===== src/rtl/i2c_pkg.sv =====
// Shared types and constants for the I2C master PHY.
// The state encoding, bit-phase names and SCL quarter-period divider live here.
package i2c_pkg;

    localparam logic CMD_WRITE = 1'b1;
    localparam logic CMD_READ  = 1'b0;

    typedef enum logic [2:0] {
        ST_IDLE,
        ST_START,
        ST_TX_BYTE,
        ST_RSTART,
        ST_RX_BYTE,
        ST_STOP,
        ST_DONE,
        ST_RELEASE
    } state_t;

    // Four qtick phases per bit.
    localparam logic [1:0] PH_SETUP   = 2'd0;
    localparam logic [1:0] PH_SCL_REL = 2'd1;
    localparam logic [1:0] PH_SAMPLE  = 2'd2;
    localparam logic [1:0] PH_SCL_LOW = 2'd3;

    localparam logic [3:0] ACK_BIT = 4'd8;

    function automatic int qdiv(input int clk_hz, input int i2c_hz);
        int q;
        q = clk_hz / (4 * i2c_hz);
        return (q < 1) ? 1 : q;
    endfunction

endpackage


===== src/rtl/i2c_qtick_gen.sv =====
// Quarter-SCL-period tick generator: counts 0..QDIV-1 while run is high and
// pulses qtick on wrap; held at 0 whenever run is low.
module i2c_qtick_gen #(
    parameter int QDIV = 1
) (
    input  logic clk,
    input  logic rst_n,
    input  logic run,
    output logic qtick
);

    localparam int CW = (QDIV > 1) ? $clog2(QDIV) : 1;
    localparam logic [CW-1:0] LAST = CW'(QDIV - 1);

    logic [CW-1:0] cnt;

    always_ff @(posedge clk) begin
        if (!rst_n || !run) begin
            cnt <= '0;
        end else if (cnt == LAST) begin
            cnt <= '0;
        end else begin
            cnt <= cnt + CW'(1);
        end
    end

    assign qtick = run && (cnt == LAST);

endmodule


===== src/rtl/i2c_master_phy.sv =====
// Bit-level I2C master serving one register write/read per request.
// Define I2C_WR16_EN to append data_wr_L as a fifth byte on writes.
module i2c_master_phy
    import i2c_pkg::*;
#(
    parameter int CLK_FREQ_HZ = 50000000,
    parameter int I2C_FREQ_HZ = 400000
) (
    input  logic       clk,
    input  logic       rst_n,
    input  logic       i2c_rqt,
    input  logic       cmd,
    input  logic [6:0] addr_dev,
    input  logic [7:0] addr_reg_H,
    input  logic [7:0] addr_reg_L,
    input  logic [7:0] data_wr_H,
    input  logic [7:0] data_wr_L,
    output logic       i2c_done,
    output logic       data_rdy,
    output logic [7:0] data_rd,
    output logic       ack_err,
    output logic       busy,
    output logic       scl_oe,
    output logic       sda_oe,
    input  logic       sda_i
);

    localparam int QDIV = qdiv(CLK_FREQ_HZ, I2C_FREQ_HZ);

`ifdef I2C_WR16_EN
    localparam logic [2:0] LAST_WR_IDX = 3'd4;
`else
    localparam logic [2:0] LAST_WR_IDX = 3'd3;
`endif

    state_t     state, state_next;
    logic       run, qtick, accept, bit_end, byte_end;
    logic [1:0] phase;
    logic [3:0] bit_cnt;
    logic [2:0] byte_idx;
    logic [7:0] tx_cur, rx_shift;
    logic       scl_drive, sda_drive;

    logic       is_write;
    logic [6:0] dev;
    logic [7:0] reg_h, reg_l, wr_h, wr_l;

    assign run      = state inside {ST_START, ST_TX_BYTE, ST_RSTART, ST_RX_BYTE, ST_STOP};
    assign accept   = (state == ST_IDLE) && i2c_rqt;
    assign bit_end  = qtick && (phase == PH_SCL_LOW);
    assign byte_end = bit_end && (bit_cnt == ACK_BIT);

    i2c_qtick_gen #(.QDIV(QDIV)) u_qtick (
        .clk   (clk),
        .rst_n (rst_n),
        .run   (run),
        .qtick (qtick)
    );

    // Byte index 3 is the last write byte or the read address, depending on cmd.
    always_comb begin
        tx_cur = {dev, 1'b0};
        case (byte_idx)
            3'd1:    tx_cur = reg_h;
            3'd2:    tx_cur = reg_l;
            3'd3:    tx_cur = is_write ? wr_h : {dev, 1'b1};
            3'd4:    tx_cur = wr_l;
            default: tx_cur = {dev, 1'b0};
        endcase
    end

    always_ff @(posedge clk) begin
        if (!rst_n) begin
            state <= ST_IDLE;
        end else begin
            state <= state_next;
        end
    end

    always_comb begin
        // NOTE: every output gets a default before the case so no path infers a latch.
        state_next = state;
        scl_drive  = 1'b0;
        sda_drive  = 1'b0;
        unique case (state)
            ST_IDLE: begin
                if (i2c_rqt) state_next = ST_START;
            end
            ST_START: begin
                sda_drive = 1'b1;
                scl_drive = (phase == PH_SCL_REL);
                if (qtick && phase == PH_SCL_REL) state_next = ST_TX_BYTE;
            end
            ST_TX_BYTE: begin
                scl_drive = (phase == PH_SETUP) || (phase == PH_SCL_LOW);
                sda_drive = (bit_cnt != ACK_BIT) && !tx_cur[~bit_cnt[2:0]];
                if (byte_end) begin
                    if (ack_err)                                   state_next = ST_STOP;
                    else if (is_write && byte_idx == LAST_WR_IDX)  state_next = ST_STOP;
                    else if (!is_write && byte_idx == 3'd2)        state_next = ST_RSTART;
                    else if (!is_write && byte_idx == 3'd3)        state_next = ST_RX_BYTE;
                end
            end
            ST_RSTART: begin
                sda_drive = (phase == PH_SAMPLE) || (phase == PH_SCL_LOW);
                scl_drive = (phase == PH_SETUP) || (phase == PH_SCL_LOW);
                if (qtick && phase == PH_SCL_LOW) state_next = ST_TX_BYTE;
            end
            ST_RX_BYTE: begin
                scl_drive = (phase == PH_SETUP) || (phase == PH_SCL_LOW);
                if (byte_end) state_next = ST_STOP;
            end
            ST_STOP: begin
                sda_drive = (phase != PH_SAMPLE);
                scl_drive = (phase == PH_SETUP);
                if (qtick && phase == PH_SAMPLE) state_next = ST_DONE;
            end
            ST_DONE: begin
                state_next = ST_RELEASE;
            end
            ST_RELEASE: begin
                if (!i2c_rqt) state_next = ST_IDLE;
            end
            default: state_next = ST_IDLE;
        endcase
    end

    always_ff @(posedge clk) begin
        if (!rst_n) begin
            scl_oe   <= 1'b0;
            sda_oe   <= 1'b0;
            phase    <= '0;
            bit_cnt  <= '0;
            byte_idx <= '0;
            rx_shift <= '0;
            ack_err  <= 1'b0;
            data_rd  <= '0;
            // NOTE: the request latches are reset too so tx_cur never carries X after reset.
            is_write <= CMD_READ;
            dev      <= '0;
            reg_h    <= '0;
            reg_l    <= '0;
            wr_h     <= '0;
            wr_l     <= '0;
        end else begin
            scl_oe <= scl_drive;
            sda_oe <= sda_drive;
            if (accept) begin
                is_write <= (cmd == CMD_WRITE);
                dev      <= addr_dev;
                reg_h    <= addr_reg_H;
                reg_l    <= addr_reg_L;
                wr_h     <= data_wr_H;
                wr_l     <= data_wr_L;
                ack_err  <= 1'b0;
                phase    <= '0;
                bit_cnt  <= '0;
                byte_idx <= '0;
            end else if (qtick) begin
                if (state_next != state) begin
                    phase   <= '0;
                    bit_cnt <= '0;
                end else begin
                    phase <= phase + 2'd1;
                    if (phase == PH_SCL_LOW) begin
                        bit_cnt <= (bit_cnt == ACK_BIT) ? 4'd0 : bit_cnt + 4'd1;
                    end
                end
                if (phase == PH_SAMPLE) begin
                    if (state == ST_TX_BYTE && bit_cnt == ACK_BIT && sda_i) ack_err <= 1'b1;
                    if (state == ST_RX_BYTE && bit_cnt != ACK_BIT) rx_shift <= {rx_shift[6:0], sda_i};
                end
                if (state == ST_TX_BYTE && byte_end) byte_idx <= byte_idx + 3'd1;
                if (state == ST_STOP && state_next == ST_DONE && !is_write && !ack_err) begin
                    data_rd <= rx_shift;
                end
            end
        end
    end

    assign i2c_done = (state == ST_DONE);
    assign data_rdy = (state == ST_DONE) && !is_write && !ack_err;
    assign busy     = run;

endmodule


===== config.mk =====
export PLATFORM = sky130hd
export DESIGN_NAME = i2c_master_phy
export DESIGN_NICKNAME = d
export VERILOG_FILES = /design/src/rtl/i2c_pkg.sv /design/src/rtl/i2c_qtick_gen.sv /design/src/rtl/i2c_master_phy.sv
export SDC_FILE = /design/constraint.sdc
export NUM_CORES = 1
export LEC_CHECK = 0
export CAP_MARGIN = 20
export CORE_MARGIN = 2
export CORE_UTILIZATION = 54
export CTS_CLUSTER_DIAMETER = 40
export DETAILED_ROUTE_END_ITERATION = 16
export GPL_TIMING_DRIVEN = 0
export PLACE_DENSITY_LB_ADDON = 0.08
export SETUP_SLACK_MARGIN = 0.2
export SLEW_MARGIN = 20
export SYNTH_ARGS = -nofsm -noshare
export SYNTH_HDL_FRONTEND = slang
export SYNTH_SLANG_ARGS = --single-unit

===== constraint.sdc =====
create_clock -name clk -period 4.4 [get_ports clk]
set_clock_uncertainty 0.15 [all_clocks]
set_input_delay 0.88 -clock clk [delete_from_list [all_inputs] [get_ports clk]]
set_output_delay 0.88 -clock clk [all_outputs]
set_load 0.05 [all_outputs]

==> results.cfg <==
[synth]
ys_seq_area_share_pct = 40.0
synth.top_cells.by_area = dfxtp_1 40%, nand2_1 9.6%, a21boi_0 8.3%
synth.most_common_cell = nand2_1
synth_edf_count = 0
synth_top_cell_by_area = dfxtp_1
mappedNetlistArea_mm2 = 0.00380
synth_cells = 447
avgSynthCellArea_um2 = 8.50
yosysUniqueCellTypes = 56
yosys_register_bits = 76
synthFlopType = dfxtp_1
synth_top_area_share_pct = 40.0
synthTopCellsByCount = 97 x nand2_1, 76 x dfxtp_1, 42 x a21boi_0, 29 x clkbuf_1, 23 x nor2b_1
syn-num-nets = 504
synth-async-reset-ratio_pct = 0
ys_warn_count = 0

[setup_path]
path_buf_inv = 4
path_max_fanout = 10
critical_path_class = register to register
r2r_cells = 11
r2r_slack_ps = 770
cp-startpoint = byte_idx[2]
worstPathArrival_ps = 3730
cpLargestDelayFamily = compound AO/OA/AOI/OAI gates
worstReg2RegStart = byte_idx[2]
cp-start-kind = register
crit_top_cell = clkbuf_1
end_kind = register
worstPathRequired_ps = 4500
cpPeakStageDelay_ps = 780
r2r_end = data_rd[7]
path_cells = clkbuf_1 > clkbuf_1 > inv_1 > ha_1 > clkbuf_1 > or2b_4 > a21oi_4 > o211ai_4 > a2111oi_4 > mux2i_1 > nor2b_1
cpMaxStageDelayCell = a2111oi_4

[place]
gp_congestion = 0.914
port_buffers = 56
placed_area_mm2 = 0.00448
pre_cts_ws_ps = 827
dp_hpwl_um = 6400

[drt]
drtAntennaViolNets = 0
drtIter0Drc = 135
vias = 3367
wire_per_inst_um = 14.2
firstDrtPassIters = 4
drt-total-wl_um = 8710
via_per_inst = 5.47
drc = 0

[cts]
cts_sinks = 76
cts-root-buf = clkbuf_8
post_cts_buffers = 0
hold_buffers = 0
numCtsBuffers = 9
cts_buffer_depth = 2
htreeDepth = 3
post_cts_resized = 0
cts_tree = done
insertion_delay_ps = 360
path_clk_slew_ps = 80

[hold_path]
holdPathStages = 2
min_path_type = register to register
worstHoldStart = reg_l[5]
whs_endpoint = reg_l[5]

[cells_and_area]
num_antenna_cells = 0
nNetsFinal = 571
multi_input_area_mm2 = 0.00210
fin_area_mm2 = 0.00474
regArea_mm2 = 0.00152
drive_gt1_share_pct = 5.97
area_growth_pct = 24.7
fill_cells = 571

[timing]
period_minus_slack_ps = 3630
hold_viol_final = 0
hold_slack_ps = 318
rsz0062_at_grt = false
tightest_slew_ps = 795
fin_crit_sh_pct = 82.5
worst_slack_ps = 770
slew_headroom_pct = 47.0
max_freq_mhz = 275
setup_viol = 0
finalSetupTns_ps = 0
slew_violations = 0

[die]
coreArea_mm2 = 0.00679
die_area_mm2 = 0.00773
rows = 30
initial_core_util_pct = 55.9
die-width_um = 87.9
die_y_um = 87.9
io_pins = 58

[grt]
grt_max_degree = 15
grt.overflow.total = 0
grt_pass1_vias = 3067
grt_usage_pct = 23.7
grt_first_pass_wirelength_um = 14300
antenna_found_initial = 0

[power]
p_per_area_mw_per_mm2 = 329
leakage_nw = 1.70
vdd_drop_max_uv = 217

[run]
max-cap-violations = 0

[outcome]
status = finished clean
[logic make-up after synthesis]
kind of cell,count (synthesis),share of synthesized area [%]
AOI/OAI and AO/OA,92,19.0
xor gates and xnor gates,5,1.15
adders and majority gates,13,4.28
buffers and inverters,45,4.77
DFF,76,40.0
muxes,23,6.78
and+or+nand+nor,193,24.0
[metal layers]
layer / vias up / part of all wire (%) / GRT usage, %
met1: 1546 / 44 / 30.0
met4: 0 / 2.9 / 10.3
met5: - / 0 / 0
met3: 22 / 5.2 / 5.09
li1: 1674 / - / -
met2: 125 / 48 / 38.9
[worst reg2reg max path: cells and delay by family, from the launching register on]
family	cells	cell delay, ps
compound gates	3	1110
fa+ha+maj	1	210
buf+inv	4	1070
flops	1	330
mux	1	270
simple gates	2	390
[stage by stage]
stage               util [%]  instances  total power, W
floorplan                  -        447        0.000820
detailed placement      66.0        599        0.000889
global route            69.7        615         0.00161
finish                  69.7        615         0.00156
global placement        66.0        599        0.000886
CTS                     69.7        615         0.00156
[cells in the final DEF (no fill, tap or decap), drive strengths merged, types with 5 or more instances in the layout]
master	n
a21boi	43
a21oi	6
a22oi	8
clkbuf	39
clkdlybuf4s50	56
dfxtp	76
ha	13
inv	15
mux2i	19
nand2	97
nand3	22
nor2	21
nor2b	23
o2111ai	5
o211ai	5
o21ai	6
[power by group]
group          internal, W  switching, W  total, W
clock             0.000399      0.000286  0.000686
sequential        0.000713     0.0000155  0.000728
combinational    0.0000694     0.0000758  0.000145
total              0.00118      0.000378   0.00156
[worst max-delay path by stage]
stage | endpoint | slack (ps) | cells after the start
floorplan | data_rd[0] | 1290 | 11
global placement | data_rd[1] | 870 | 11
detailed placement | data_rd[7] | 830 | 11
CTS | data_rd[7] | 800 | 11
global route | data_rd[4] | 580 | 11
finish | data_rd[7] | 770 | 11
[cell type report]
cell class / count / area share [%]
multi-input cells: 326 / 44.3
clock buffers: 10 / 2.90
clock inverters: 6 / 2.51
well taps: 96 / 2.53
inverters: 13 / 1.03
repair buffers: 56 / 11.8
flip-flops and latches: 76 / 32.1
plain buffers: 32 / 2.80
[sequential cells by signal, summed over array words and instances, names as in the netlist]
register,count
wr_h,8
phase,2
is_write,1
reg_h,8
state,3
data_rd,8
sda_oe,1
byte_idx,3
wr_l,8
dev,7
u_qtick.cnt,5
rx_shift,8
bit_cnt,4
ack_err,1
scl_oe,1
reg_l,8
(Power assumes the default switching activity.)
